[config.mk]
export PLATFORM = sky130hd
export DESIGN_NAME = uart_tx_fifo_cfg
export DESIGN_NICKNAME = d
export VERILOG_FILES = /design/src/rtl/uart_tx_fifo_cfg.sv
export SDC_FILE = /design/constraint.sdc
export NUM_CORES = 1
export LEC_CHECK = 0
export ABC_AREA = 0
export ABC_CLOCK_PERIOD_IN_PS = 6900
export CORE_AREA = 2 2 104 127
export DETAILED_ROUTE_END_ITERATION = 8
export DIE_AREA = 0 0 106 129
export PLACE_DENSITY = 0.77
export SYNTH_ARGS = -nofsm -noshare
export SYNTH_HDL_FRONTEND = slang
export SYNTH_SLANG_ARGS = --single-unit
export TNS_END_PERCENT = 10
[constraint.sdc]
create_clock -name clk -period 6.9 [get_ports clk]
set_input_delay 1.38 -clock clk [delete_from_list [all_inputs] [get_ports clk]]
set_output_delay 1.38 -clock clk [all_outputs]
set_load 0.005 [all_outputs]
[src/rtl/uart_tx_fifo_cfg.sv]
// UART transmitter with a transmit FIFO, internal baud divider and per-frame format (5-8 data bits, parity, 1/2 stop).
// Latency: push to start bit on tx is 2 edges when idle; back-to-back frames are sent without an idle gap.
module uart_tx_fifo_cfg #(
    parameter int CLOCK_FREQ = 50000000,
    parameter int BAUD_RATE  = 115200,
    parameter int FIFO_DEPTH = 16
) (
    input  logic                          clk,
    input  logic                          rst_n,
    input  logic [7:0]                    in_data,
    input  logic                          in_valid,
    output logic                          in_ready,
    input  logic [1:0]                    cfg_data_bits,
    input  logic [1:0]                    cfg_parity,
    input  logic                          cfg_stop2,
    output logic                          tx,
    output logic                          tx_busy,
    output logic                          frame_done,
    output logic [$clog2(FIFO_DEPTH):0]   fifo_level
);
    localparam int DIV = CLOCK_FREQ / BAUD_RATE;
    localparam int AW  = $clog2(FIFO_DEPTH);
    localparam int CW  = (DIV > 2) ? $clog2(DIV) : 1;

    if (DIV < 2) begin : g_bad_div
        $error("uart_tx_fifo_cfg: CLOCK_FREQ / BAUD_RATE must be at least 2");
    end
    if (FIFO_DEPTH < 2 || (1 << AW) != FIFO_DEPTH) begin : g_bad_depth
        $error("uart_tx_fifo_cfg: FIFO_DEPTH must be a power of two and at least 2");
    end

    typedef enum logic [2:0] {S_IDLE, S_START, S_DATA, S_PARITY, S_STOP} state_t;

    state_t          state, state_nxt;
    logic [CW-1:0]   cnt;
    logic [2:0]      idx;
    logic            stop_idx;
    logic [7:0]      data_q;
    logic [1:0]      bits_q;
    logic [1:0]      par_q;
    logic            stop2_q;
    logic [7:0]      mem [FIFO_DEPTH];
    logic [AW-1:0]   wr_ptr, rd_ptr;
    logic [AW:0]     level;
    logic            push, pop, empty;
    logic            bit_end, last_data, par_en, frame_end;
    logic [2:0]      nb_m1;
    logic [7:0]      mask;
    logic            par_bit;
    logic            tx_d, busy_d, done_d;

    assign in_ready   = (level != (AW+1)'(FIFO_DEPTH));
    assign fifo_level = level;
    assign empty      = (level == '0);
    assign push       = in_valid && in_ready;

    assign bit_end    = (cnt == CW'(DIV - 1));
    assign nb_m1      = 3'd4 + {1'b0, bits_q};
    assign last_data  = (idx == nb_m1);
    assign par_en     = (par_q == 2'b01) || (par_q == 2'b10);
    assign frame_end  = (state == S_STOP) && bit_end && (stop_idx == stop2_q);
    assign mask       = 8'hFF >> (2'd3 - bits_q);
    // Even parity bit is the XOR of the sent bits; odd is its inverse.
    assign par_bit    = (^(data_q & mask)) ^ (par_q == 2'b10);

    always_ff @(posedge clk) begin
        if (push) begin
            mem[wr_ptr] <= in_data;
        end
    end

    always_ff @(posedge clk) begin
        if (!rst_n) begin
            state    <= S_IDLE;
            cnt      <= '0;
            idx      <= '0;
            stop_idx <= 1'b0;
            data_q   <= '0;
            bits_q   <= '0;
            par_q    <= '0;
            stop2_q  <= 1'b0;
            wr_ptr   <= '0;
            rd_ptr   <= '0;
            level    <= '0;
            tx       <= 1'b1;
            tx_busy  <= 1'b0;
            frame_done <= 1'b0;
        end else begin
            state      <= state_nxt;
            tx         <= tx_d;
            tx_busy    <= busy_d;
            frame_done <= done_d;
            if (push) begin
                wr_ptr <= wr_ptr + AW'(1);
            end
            if (pop) begin
                rd_ptr <= rd_ptr + AW'(1);
            end
            level <= level + {{AW{1'b0}}, push} - {{AW{1'b0}}, pop};
            if (pop) begin
                // Format is captured per frame so later config writes only affect the next byte.
                data_q   <= mem[rd_ptr];
                bits_q   <= cfg_data_bits;
                par_q    <= cfg_parity;
                stop2_q  <= cfg_stop2;
                cnt      <= '0;
                idx      <= '0;
                stop_idx <= 1'b0;
            end else if (state != S_IDLE) begin
                cnt <= bit_end ? '0 : cnt + CW'(1);
                if (bit_end && state == S_DATA) begin
                    idx <= idx + 3'd1;
                end
                if (bit_end && state == S_STOP) begin
                    stop_idx <= stop_idx + 1'b1;
                end
            end else begin
                cnt <= '0;
            end
        end
    end

    always_comb begin
        state_nxt = state;
        pop       = 1'b0;
        case (state)
            S_IDLE: begin
                if (!empty) begin
                    pop       = 1'b1;
                    state_nxt = S_START;
                end
            end
            S_START: begin
                if (bit_end) state_nxt = S_DATA;
            end
            S_DATA: begin
                if (bit_end && last_data) state_nxt = par_en ? S_PARITY : S_STOP;
            end
            S_PARITY: begin
                if (bit_end) state_nxt = S_STOP;
            end
            S_STOP: begin
                if (frame_end) begin
                    if (!empty) begin
                        pop       = 1'b1;
                        state_nxt = S_START;
                    end else begin
                        state_nxt = S_IDLE;
                    end
                end
            end
            default: state_nxt = S_IDLE;
        endcase
    end

    always_comb begin
        tx_d   = 1'b1;
        busy_d = (state != S_IDLE);
        done_d = frame_end;
        case (state)
            S_START:  tx_d = 1'b0;
            S_DATA:   tx_d = data_q[idx];
            S_PARITY: tx_d = par_bit;
            default:  tx_d = 1'b1;
        endcase
    end
endmodule

After elaboration in Yosys (flattened, before gate mapping) --
Memories as Yosys holds them, arrays and structs flattened. A register that Yosys moved wholly into a read port is not among the register bits. Index checks and enable logic that the tools add are counted.
Word-level totals: register bits after elaboration 37, bits in read-only memories 0, output and inout port bits 9, memory bits (writable) 128, memories 1, input bits 16, word-level logic and storage cells 76, latch bits 0
Cells by class: $lt $le $gt $ge 1, equality and inequality tests 15, div/mod/pow operators 0, bitwise logic cells 4, shift operators 1, reduce and logical (&&, ||, !) cells 16, add/subtract/negate cells 9, multiply operators 0, mux-type cells 16
Memories:
- mem | words 16, width 8, read ports 1, clocked after Yosys merged registers in 1, wr ports 1, RTL line 42 | logic [7:0] mem [FIFO_DEPTH];
Operators by type and width (count):
- $mux 3 | 6
- $pmux 3 s5 | 1
- $add 9x1->9 const B | 1
- $eq 9x9->1 const B | 1
- $add 4x1->4 const B | 2
- $and 8x8->8 | 1
- $ne 2x2->1 const B | 4
- $reduce_xor 8->1 | 1
- $shr 8x2->8 const A | 1
- $eq 3x2->1 const B | 2
- $mux 1 | 6
- $add 5x1->5 | 1
- $logic_and 1x1->1 | 5
- $logic_not 5->1 | 1
- $ne 5x5->1 const B | 1
- $reduce_and 5->1 | 1
- $sub 5x1->5 | 1
- $lt 3x4->1 const B | 1
- $reduce_and 2->1 | 2
- $reduce_or 4->1 | 1
- $add 3x1->3 const B | 1
- $add 3x2->3 const A | 1
- $bmux 1 s3 | 1
- $eq 3x1->1 const B | 1
- 17 further kinds | 18

Logic depth before layout (Yosys ltp) --
Gate-level depths: netlist of the first run.
depth after elaboration 6, depth in mapped cells 14, mapped depth without buffers 13

Least setup slack after synthesis of the first run --
OpenSTA, ideal clock, no wires.
path kind input port to flip-flop, start input in_valid, end register level[4] (netlist: fifo_level[4]), setup time 128 ps, data arrival time 3022 ps, path slack 3751 ps, stages 11, required time 6772 ps, buffers on the path 1, path through and2_1 clkbuf_1 inv_1 ha_1 inv_1 ha_1 fa_1 a21oi_1 o21bai_1 xnor2_1 nor2_1
Between the ends: longest elaborated chain between the ends 3
Ends and longest elaborated chain:
- start, declared | RTL line 11 | input logic in_valid,
- $logic_and 1x1->1 | RTL line 55 | assign push = in_valid && in_ready;
- $add 5x1->5 | RTL line 99 | level <= level + {{AW{1'b0}}, push} - {{AW{1'b0}}, pop};
- $sub 5x1->5 | RTL line 99
- end signal, assigned | RTL line 99
- end, declared | RTL line 44 | logic [AW:0] level;
Every way passes these cells. A chain may end at the register's enable or synchronous reset.

Worst setup path in the final report of the first run --
Ends and elaborated chain as after synthesis.

==> results of run 1 <==
==> kinds of logic after synthesis <==
family                     count (synthesis)  synth area share, %
DFF                                      173                 64.7
and+or+nand+nor                          122                 8.64
AOI/OAI and AO/OA                         65                 6.04
muxes                                     53                 12.0
buffers and inverters                     37                 2.46
xor gates and xnor gates                  26                 3.29
adders and majority gates                 16                 2.83
==> flip-flops by register name, summed over array words and instances, names as in the netlist <==
signal / flops
cnt: 9
rd_ptr: 4
data_q: 8
wr_ptr: 4
fifo_level: 5
frame_done: 1
state: 3
tx_busy: 1
tx: 1
idx: 3
par_q: 2
stop2_q: 1
bits_q: 2
mem: 128
stop_idx: 1
==> layout by cell type, fill, tap and decap left out, drive strengths merged, types with 14 or more instances in the layout <==
master	instances
mux2i	25
xnor2	14
nand2	24
a21oi	22
clkbuf	17
dfxtp	45
edfxtp	128
nand3	24
ha	15
inv	20
nor2	36
clkdlybuf4s50	24
mux4	26
==> metal layers <==
metal | vias up | track usage [%]
met3 | 23 | 4.71
met5 | - | 0
met1 | 2011 | 26.6
li1 | 1924 | -
met4 | 0 | 9.06
met2 | 130 | 38.7
==> cell type report <==
cell class / count / share of cell area, %
tap: 164 / 2.47
inverter: 14 / 0.632
clock buffer: 17 / 5.11
clock inverter: 15 / 2.74
timing repair buffer: 26 / 3.07
sequential: 173 / 57.1
multi-input combinational: 282 / 28.9
==> metrics by stage <==
stage	cells	worst slack (ps)
detailed placement	659	3170
global placement	659	3180
finish	691	3590
floorplan	492	3750
global route	691	3460
CTS	691	3610
==> worst max path at each step <==
stage | start | end | slack [ps] | depth (start not counted)
2_1_floorplan | in_valid | fifo_level[4]$_SDFF_PN0_ | 3750 | 11
3_3_place_gp | in_valid | fifo_level[4]$_SDFF_PN0_ | 3180 | 11
3_5_place_dp | in_valid | fifo_level[4]$_SDFF_PN0_ | 3170 | 11
4_1_cts | in_valid | fifo_level[4]$_SDFF_PN0_ | 3610 | 11
5_1_grt | in_valid | fifo_level[4]$_SDFF_PN0_ | 3460 | 11
6_report | in_valid | fifo_level[4]$_SDFF_PN0_ | 3590 | 11
==> cell usage after synthesis (2+ instances only) <==
| master | n |
|---|---|
| edfxtp_1 | 128 |
| dfxtp_1 | 45 |
| nor2_1 | 35 |
| mux2i_1 | 25 |
| nand2_1 | 24 |
| nand3_1 | 24 |
| a21oi_1 | 22 |
| mux4_2 | 20 |
| ha_1 | 15 |
| xnor2_1 | 14 |
| inv_1 | 12 |
| o21ai_0 | 11 |
| xor2_1 | 11 |
| buf_2 | 9 |
| clkbuf_1 | 9 |
| a311oi_1 | 8 |
| a2bb2oi_1 | 7 |
| or2_2 | 7 |
| and2_1 | 6 |
| mux4_1 | 6 |
| nor3_1 | 6 |
| buf_6 | 3 |
| nand2b_1 | 3 |
| nand4_1 | 3 |
| a21o_1 | 2 |
| and3_1 | 2 |
| buf_4 | 2 |
| mux2_2 | 2 |
| o21ai_1 | 2 |
| o31ai_1 | 2 |
| or4_1 | 2 |
==> power breakdown <==
group | switching (mW) | internal (mW) | leakage (nW)
logic | 0.332 | 0.325 | 0.920
clock network | 0.441 | 0.594 | 0.319
registers | 0.0647 | 1.20 | 1.52
total | 0.838 | 2.11 | 2.76
==> worst max-delay path, delay by kind of cell <==
family	cells	cell delay, ps
adder cells (fa/ha/maj)	3	890
AND/OR/NAND/NOR	2	330
buffers and inverters	3	630
XOR/XNOR	1	150
AO/OA/AOI/OAI	2	220
==> reports/metrics.yaml, run 1 <==
cpPeakStageDelay_ps: 500
post_cts_resized: 0
path_class: "input port to flip-flop"
ir_worst_vdd_mv: 0.177
wl_met3_um: 658
tns_ps: 0
pin_count: 25
yosysWarningCount: 0
antenna_cells: 0
core_sq_um: 12400
placed_area_sq_um: 7660
crit_path_end_kind: "flip-flop"
cts_htree_levels: 4
worst_pin_slew_ps: 1290
design_area_sq_um: 8320
seq_area_frac_synth_pct: 64.7
ys_dominant_reg_cell: "edfxtp_1"
fin_nets: 546
clockBufferDepth: 2
min_period_ps: 3310
cts_setup_buffers: 0
clock_skew_ps: 8.63
ant_nets: 0
synth.distinct_cells: 56
slew_headroom_pct: 13.4
grt_start_max_net_pins: 44
status: "finished, final reports clean"
r2r-end: "fifo_level[4]$_SDFF_PN0_"
cap_violations: 0
path_cells: "clkdlybuf4s50_1 > and2_1 > inv_1 > ha_1 > inv_1 > ha_1 > fa_1 > a21oi_1 > o21bai_1 > xnor2_1 > nor2_1"
power_mw: 2.95
grt_pass1_wl_um: 22300
p_per_area_nw_per_um2: 355
dr.pass1.iters: 5
crit_slowest_cell: "clkdlybuf4s50_1"
highest_layer: "met4"
rr_startpoint: "fifo_level[2]$_SDFF_PN0_"
syn_inst: 492
clock-sinks: 173
layout-drive-gt1-share_pct: 13.5
r2r_slack_ps: 3780
avgViaCountPerCell: 5.92
holdWs_ps: 495
clk_pin_slew_ps: 70
antenna_found_initial: 0
root_buffer: "clkbuf_16"
cts_buffers: 17
die-height_um: 129
drc_errors: 0
start_util_pct: 58.9
syn_area_per_cell_sq_um: 14.9
hold_path_end: "par_q[1]$_SDFFE_PN0P_"
finalHoldViolations: 0
seq_area_sq_um: 4750
n_fill_cell: 860
arrival_ps: 3600
grt_util_all_layers_pct: 22.0
grt_pass1_vias: 4193
wirelength_um: 14000
ys_ff_latch: 173
dp_hpwl_um: 9150
port_buffers: 24
r2r_cells: 13
cts-hold-fix-buffers: 0
wl_met2_um: 7290
drt_iter0_drc: 330
synth_top_area_share_pct: 52.4
synthTopCellsByArea: "edfxtp_1 52%, dfxtp_1 12%, mux4_2 6.1%, mux2i_1 3.4%, ha_1 2.6%"
setup_violations: 0
wire_per_inst_um: 20.2
cp_max_fo: 6
syn_to_final_growth_pct: 13.5
gp_congestion: 0.832
synth_edf_count: 128
worstSkewPairLatency_ps: 420
p_leak_nw: 2.76
required_ps: 7190
die_x_um: 106
rows: 45
syn_area_sq_um: 7330
hold_path_depth: 2
cts_tree: "done"
synthArstFlopShare_pct: 0
timing.final.crit_share_pct: 48.0
utilization_pct: 66.8
met1_length_um: 5650
worst_setup_path_start_kind: "input port"
die_area_sq_um: 13700
finalMaxSlewViolations: 0
via_count: 4088
overflow: 0
fmax_mhz: 302
grt_setup_unrepaired: "no"
yosysTopAreaCell: "edfxtp_1"
worstHoldStart: "par_q[1]$_SDFFE_PN0P_"
multi_input_comb_area_sq_um: 2410
hold_path.class: "flip-flop to flip-flop"
synth.net_count: 524
(Power assumes the default switching activity.)
==> inputs of run 2 (changes only) <==
- ABC_CLOCK_PERIOD_IN_PS: 6900 -> 3400
- clock period: 6.9 -> 3.4 ns (I/O delays scaled with it)
==> reports/metrics.yaml, run 2 (same netlist as run 1, synthesis figures left out) <==
status: "finished, final reports clean"  # unchanged
wl_met2_um: 7680  # was 7290 um
cp_max_fo: 11  # was 6
worst_setup_path_start_kind: "flip-flop"  # was input port
fmax_mhz: 317
drt_iter0_drc: 307  # was 330
crit_path_end_kind: "flip-flop"  # unchanged
finalHoldViolations: 0  # unchanged
cts-hold-fix-buffers: 0  # unchanged
setup_violations: 0  # unchanged
wl_met3_um: 461  # was 658 um
clock_skew_ps: 7.60  # was 8.63 ps
layout-drive-gt1-share_pct: 13.7  # was 13.5%
largest_reg_flops: 128  # unchanged
wire_per_inst_um: 20.6  # was 20.2 um
reg_top3: "mem: 128 flops, cnt: 9 flops, data_q: 8 flops"  # unchanged
die-height_um: 129  # unchanged
stdcell_count: 697  # was 691
p_per_area_nw_per_um2: 693  # was 355 nW/um^2
final_cell_mix: "128 x edfxtp_1, 44 x dfxtp_1, 35 x nor2_1"  # unchanged
met1_length_um: 5880  # was 5650 um
avgViaCountPerCell: 5.99  # was 5.92
p_leak_nw: 2.74  # was 2.76 nW
finalMaxSlewViolations: 0  # unchanged
grt_pass1_wl_um: 22800  # was 22300 um
ir_worst_vdd_mv: 0.337  # was 0.177 mV
post_cts_resized: 0  # unchanged
regMostFlops: "mem"  # unchanged
required_ps: 3720  # was 7190 ps
overflow: 0  # unchanged
dp_hpwl_um: 9640  # was 9150 um
fin_nets: 553  # was 546
drc_errors: 0  # unchanged
clockBufferDepth: 2  # unchanged
start_util_pct: 58.9  # unchanged
grt_util_all_layers_pct: 22.8  # was 22.0%
pin_count: 25  # unchanged
antenna_found_initial: 0  # unchanged
clk_pin_slew_ps: 60  # was 70 ps
min_period_ps: 3150
grt_start_max_net_pins: 30  # was 44
grt_pass1_vias: 4288  # was 4193
tns_ps: 0  # unchanged
rows: 45  # unchanged
slew_headroom_pct: 44.2  # was 13.4%
die_area_sq_um: 13700  # unchanged
placed_cells: 666  # was 659
antenna_cells: 0  # unchanged
cts_tree: "done"  # unchanged
highest_layer: "met4"  # unchanged
cts_setup_buffers: 0  # unchanged
ant_nets: 0  # unchanged
worst_pin_slew_ps: 834  # was 1290 ps
root_buffer: "clkbuf_16"  # unchanged
wirelength_um: 14400  # was 14000 um
core_sq_um: 12400  # unchanged
via_count: 4177  # was 4088
cap_violations: 0  # unchanged
hold_path.class: "flip-flop to flip-flop"  # unchanged
worstSkewPairLatency_ps: 430  # was 420 ps
path_class: "flip-flop to flip-flop"  # was input port to flip-flop
syn_to_final_growth_pct: 12.8  # was 13.5%
cts_buffers: 17  # unchanged
n_fill_cell: 852  # was 860
layout_commonest_cell: "edfxtp_1"  # unchanged
grt_setup_unrepaired: "no"  # unchanged
arrival_ps: 3470  # was 3600 ps
gp_congestion: 0.840  # was 0.832
dr.pass1.iters: 6  # was 5
cts_htree_levels: 4  # unchanged
port_buffers: 24  # unchanged
timing.final.crit_share_pct: 92.7
die_x_um: 106  # unchanged
clock-sinks: 173  # unchanged
[run 2: where the power goes]
group          internal [mW]  switching (mW)  leakage (nW)
Sequential              2.43           0.137          1.52
Clock                   1.01           0.797         0.261
Combinational          0.669           0.690         0.957
Total                   4.10            1.62          2.74
[run 2: worst paths after layout]
check                                                 to  slack, ps                startpoint  cells after the start
worst max-delay path            fifo_level[4]$_SDFF_PN0_        250  fifo_level[2]$_SDFF_PN0_                     13
worst min-delay path                   cnt[0]$_SDFF_PP0_        480         cnt[0]$_SDFF_PP0_                      1
worst max register to register  fifo_level[4]$_SDFF_PN0_        250  fifo_level[2]$_SDFF_PN0_                     13
worst min register to register         cnt[0]$_SDFF_PP0_        480         cnt[0]$_SDFF_PP0_                      1
[run 2: layout make-up]
class / count / area [sq um] / area share [%]
clock buffers: 19 / 433 / 5.24
repair buffers: 33 / 308 / 3.72
clock inverters: 12 / 116 / 1.41
inverters: 14 / 52.6 / 0.636
multi-input cells: 282 / 2410 / 29.1
well taps: 164 / 205 / 2.48
flip-flops and latches: 173 / 4750 / 57.4
[run 2: worst max-delay path, cell delays in order (launching register included)]
cell and delay (ps):
dfxtp_1 330, inv_1 90, ha_1 160, or4b_1 520, nand2_1 310, nor2_2 170
ha_1 320, inv_1 40, ha_1 190, fa_1 430, a21oi_1 150, o21bai_1 90
xnor2_1 170, nor2_1 50
[run 2: through the flow]
stage	area [sq um]	worst slack, ps	util, %	power, mW	hold WS (ps)
final	8270	249	66.4	5.73	480
after global routing	8270	43.6	66.4	5.97	508
after CTS	8270	237	66.4	5.76	481
after detailed placement	7720	290	62.0	3.95	467
after global placement	7720	439	62.0	3.90	455
after floorplan	7330	653	-	3.58	441
[run 2: routing by layer]
metal	vias up	GRT usage [%]
li1	1934	-
met1	2120	26.6
met2	96	41.0
met3	27	4.56
met4	0	10.1
met5	-	0
==> inputs of run 3 (changes only) <==
--- a/config.mk
+++ b/config.mk
@@ -11,5 +11,5 @@
 export DETAILED_ROUTE_END_ITERATION = 8
 export DIE_AREA = 0 0 106 129
-export PLACE_DENSITY = 0.77
+export PLACE_DENSITY = 0.74
 export SYNTH_ARGS = -nofsm -noshare
 export SYNTH_HDL_FRONTEND = slang
==> constraint.sdc (replaced) <==
create_clock -name clk -period 3.4 [get_ports clk]
set_input_delay 0.68 -clock clk [delete_from_list [all_inputs] [get_ports clk]]
set_output_delay 0.68 -clock clk [all_outputs]
set_load 0.05 [all_outputs]
==> reports/metrics.yaml, run 3 (same netlist as run 1, synthesis figures left out) <==
tns_ps: 0  # unchanged
drt_iter0_drc: 268  # was 307
setup_violations: 0  # unchanged
path_class: "flip-flop to flip-flop"  # unchanged
overflow: 0  # unchanged
worstSkewPairLatency_ps: 430  # about the same
cts_setup_buffers: 0  # unchanged
n_fill_cell: 918  # was 852
worst_pin_slew_ps: 835  # was 834 ps
hold_path.class: "flip-flop to flip-flop"  # unchanged
min_period_ps: 3090  # was 3150 ps
clock-sinks: 173  # unchanged
seq_area_sq_um: 4750  # unchanged
dr.pass1.iters: 5  # was 6
p_leak_nw: 2.77  # was 2.74 nW
cap_violations: 0  # unchanged
wirelength_um: 14200  # was 14400 um
p_per_area_nw_per_um2: 689  # was 693 nW/um^2
rows: 45  # unchanged
start_util_pct: 58.9  # unchanged
layout_commonest_cell: "edfxtp_1"  # unchanged
fin_nets: 561  # was 553
core_sq_um: 12400  # unchanged
r2r_cells: 12  # was 13
dp_hpwl_um: 9310  # was 9640 um
die_x_um: 106  # unchanged
clockBufferDepth: 2  # unchanged
cts-hold-fix-buffers: 0  # unchanged
ant_nets: 0  # unchanged
timing.final.crit_share_pct: 90.8  # was 92.7%
clock_skew_ps: 13.2  # was 7.60 ps
rr_startpoint: "cnt[0]$_SDFF_PP0_"  # was fifo_level[2]$_SDFF_PN0_
die-height_um: 129  # unchanged
hold_path_depth: 1  # unchanged
grt_start_max_net_pins: 29  # was 30
syn_to_final_growth_pct: 13.2  # was 12.8%
port_buffers: 24  # unchanged
fmax_mhz: 324  # was 317 MHz
status: "finished, final reports clean"  # unchanged
slew_headroom_pct: 44.2  # about the same
finalHoldViolations: 0  # unchanged
drc_errors: 0  # unchanged
placed_area_sq_um: 7780  # was 7720 sq um
worstHoldStart: "cnt[0]$_SDFF_PP0_"  # unchanged
largest_reg_flops: 128  # unchanged
regMostFlops: "mem"  # unchanged
final_cell_mix: "128 x edfxtp_1, 44 x dfxtp_1, 35 x nor2_1"  # unchanged
grt_pass1_vias: 4265  # was 4288
clk_pin_slew_ps: 60  # about the same
finalMaxSlewViolations: 0  # unchanged
via_count: 4215  # was 4177
design_area_sq_um: 8300  # was 8270 sq um
avgViaCountPerCell: 5.97  # was 5.99
required_ps: 3700  # was 3720 ps
grt_util_all_layers_pct: 22.4  # was 22.8%
wire_per_inst_um: 20.2  # was 20.6 um
multi_input_comb_area_sq_um: 2410  # unchanged
gp_congestion: 0.834  # was 0.840
post_cts_resized: 0  # unchanged
antenna_found_initial: 0  # unchanged
grt_setup_unrepaired: "no"  # unchanged
cts_buffers: 17  # unchanged
r2r-end: "fifo_level[4]$_SDFF_PN0_"  # unchanged
reg_top3: "mem: 128 flops, cnt: 9 flops, data_q: 8 flops"  # unchanged
cts_tree: "done"  # unchanged
power_mw: 5.72  # was 5.73 mW
grt_pass1_wl_um: 22500  # was 22800 um
root_buffer: "clkbuf_16"  # unchanged
hold_path_end: "cnt[0]$_SDFF_PP0_"  # unchanged
worst_setup_path_start_kind: "flip-flop"  # unchanged
die_area_sq_um: 13700  # unchanged
pin_count: 25  # unchanged
layout-drive-gt1-share_pct: 15.1  # was 13.7%
cts_htree_levels: 4  # unchanged
r2r_slack_ps: 310  # was 250 ps
antenna_cells: 0  # unchanged
ir_worst_vdd_mv: 0.315  # was 0.337 mV
arrival_ps: 3390  # was 3470 ps
crit_path_end_kind: "flip-flop"  # unchanged
cp_max_fo: 11  # unchanged
==> run 3: changes by cell type in the layout (fill, tap and decap cells not counted), moves of 2 or more <==
cell / change
buf_4: +8
clkinv_4: -4
inv_6: +3
clkinvlp_4: +2
==> run 3: worst max path at each step <==
stage	from	to	cells past startpoint
6_report	cnt[0]$_SDFF_PP0_	fifo_level[4]$_SDFF_PN0_	12
5_1_grt	cnt[0]$_SDFF_PP0_	fifo_level[4]$_SDFF_PN0_	12
4_1_cts	cnt[0]$_SDFF_PP0_	fifo_level[4]$_SDFF_PN0_	12
3_5_place_dp	cnt[0]$_SDFF_PP0_	fifo_level[4]$_SDFF_PN0_	12
3_3_place_gp	in_valid	fifo_level[4]$_SDFF_PN0_	11
2_1_floorplan	fifo_level[2]$_SDFF_PN0_	fifo_level[4]$_SDFF_PN0_	14
==> run 3: per-layer routing <==
metal / vias to the layer above / GRT usage [%] / wire length [um]
li1: 1958 / - / -
met1: 2107 / 27.2 / 5890
met2: 127 / 39.6 / 7480
met3: 23 / 4.10 / 585
met4: 0 / 9.44 / 278
met5: - / 0 / 0
==> run 3: power by group <==
part           switching [mW]  internal (mW)  total [mW]
registers               0.137           2.43        2.56
clock network           0.796          0.937        1.73
logic                   0.755          0.668        1.42
total                    1.69           4.03        5.72
==> run 3: critical path, cell delays in order (launching register included) <==
cell	delay (ps)
dfxtp_1	400
ha_1	220
nand4b_2	200
o31a_1	440
nor2_2	420
ha_1	200
inv_1	40
ha_1	200
fa_1	410
a21oi_1	140
o21bai_1	90
xnor2_1	150
nor2_1	50
==> run 3: through the flow <==
step / std cells / hold slack, ps / utilization (%) / worst slack (ps)
final: 706 / 490 / 66.7 / 313
after detailed placement: 674 / 475 / 62.5 / 375
after global routing: 706 / 517 / 66.7 / 157
after floorplan: 492 / 441 / - / 73.4
after global placement: 674 / 458 / 62.5 / 442
after CTS: 706 / 495 / 66.7 / 333
==> run 3: final cells by class <==
type / instances / share of cell area (%)
well taps: 164 / 2.47
flip-flops and latches: 173 / 57.2
clock buffers: 20 / 5.26
multi-input cells: 282 / 29.0
repair buffers: 41 / 4.43
inverters: 14 / 0.633
clock inverters: 12 / 1.06
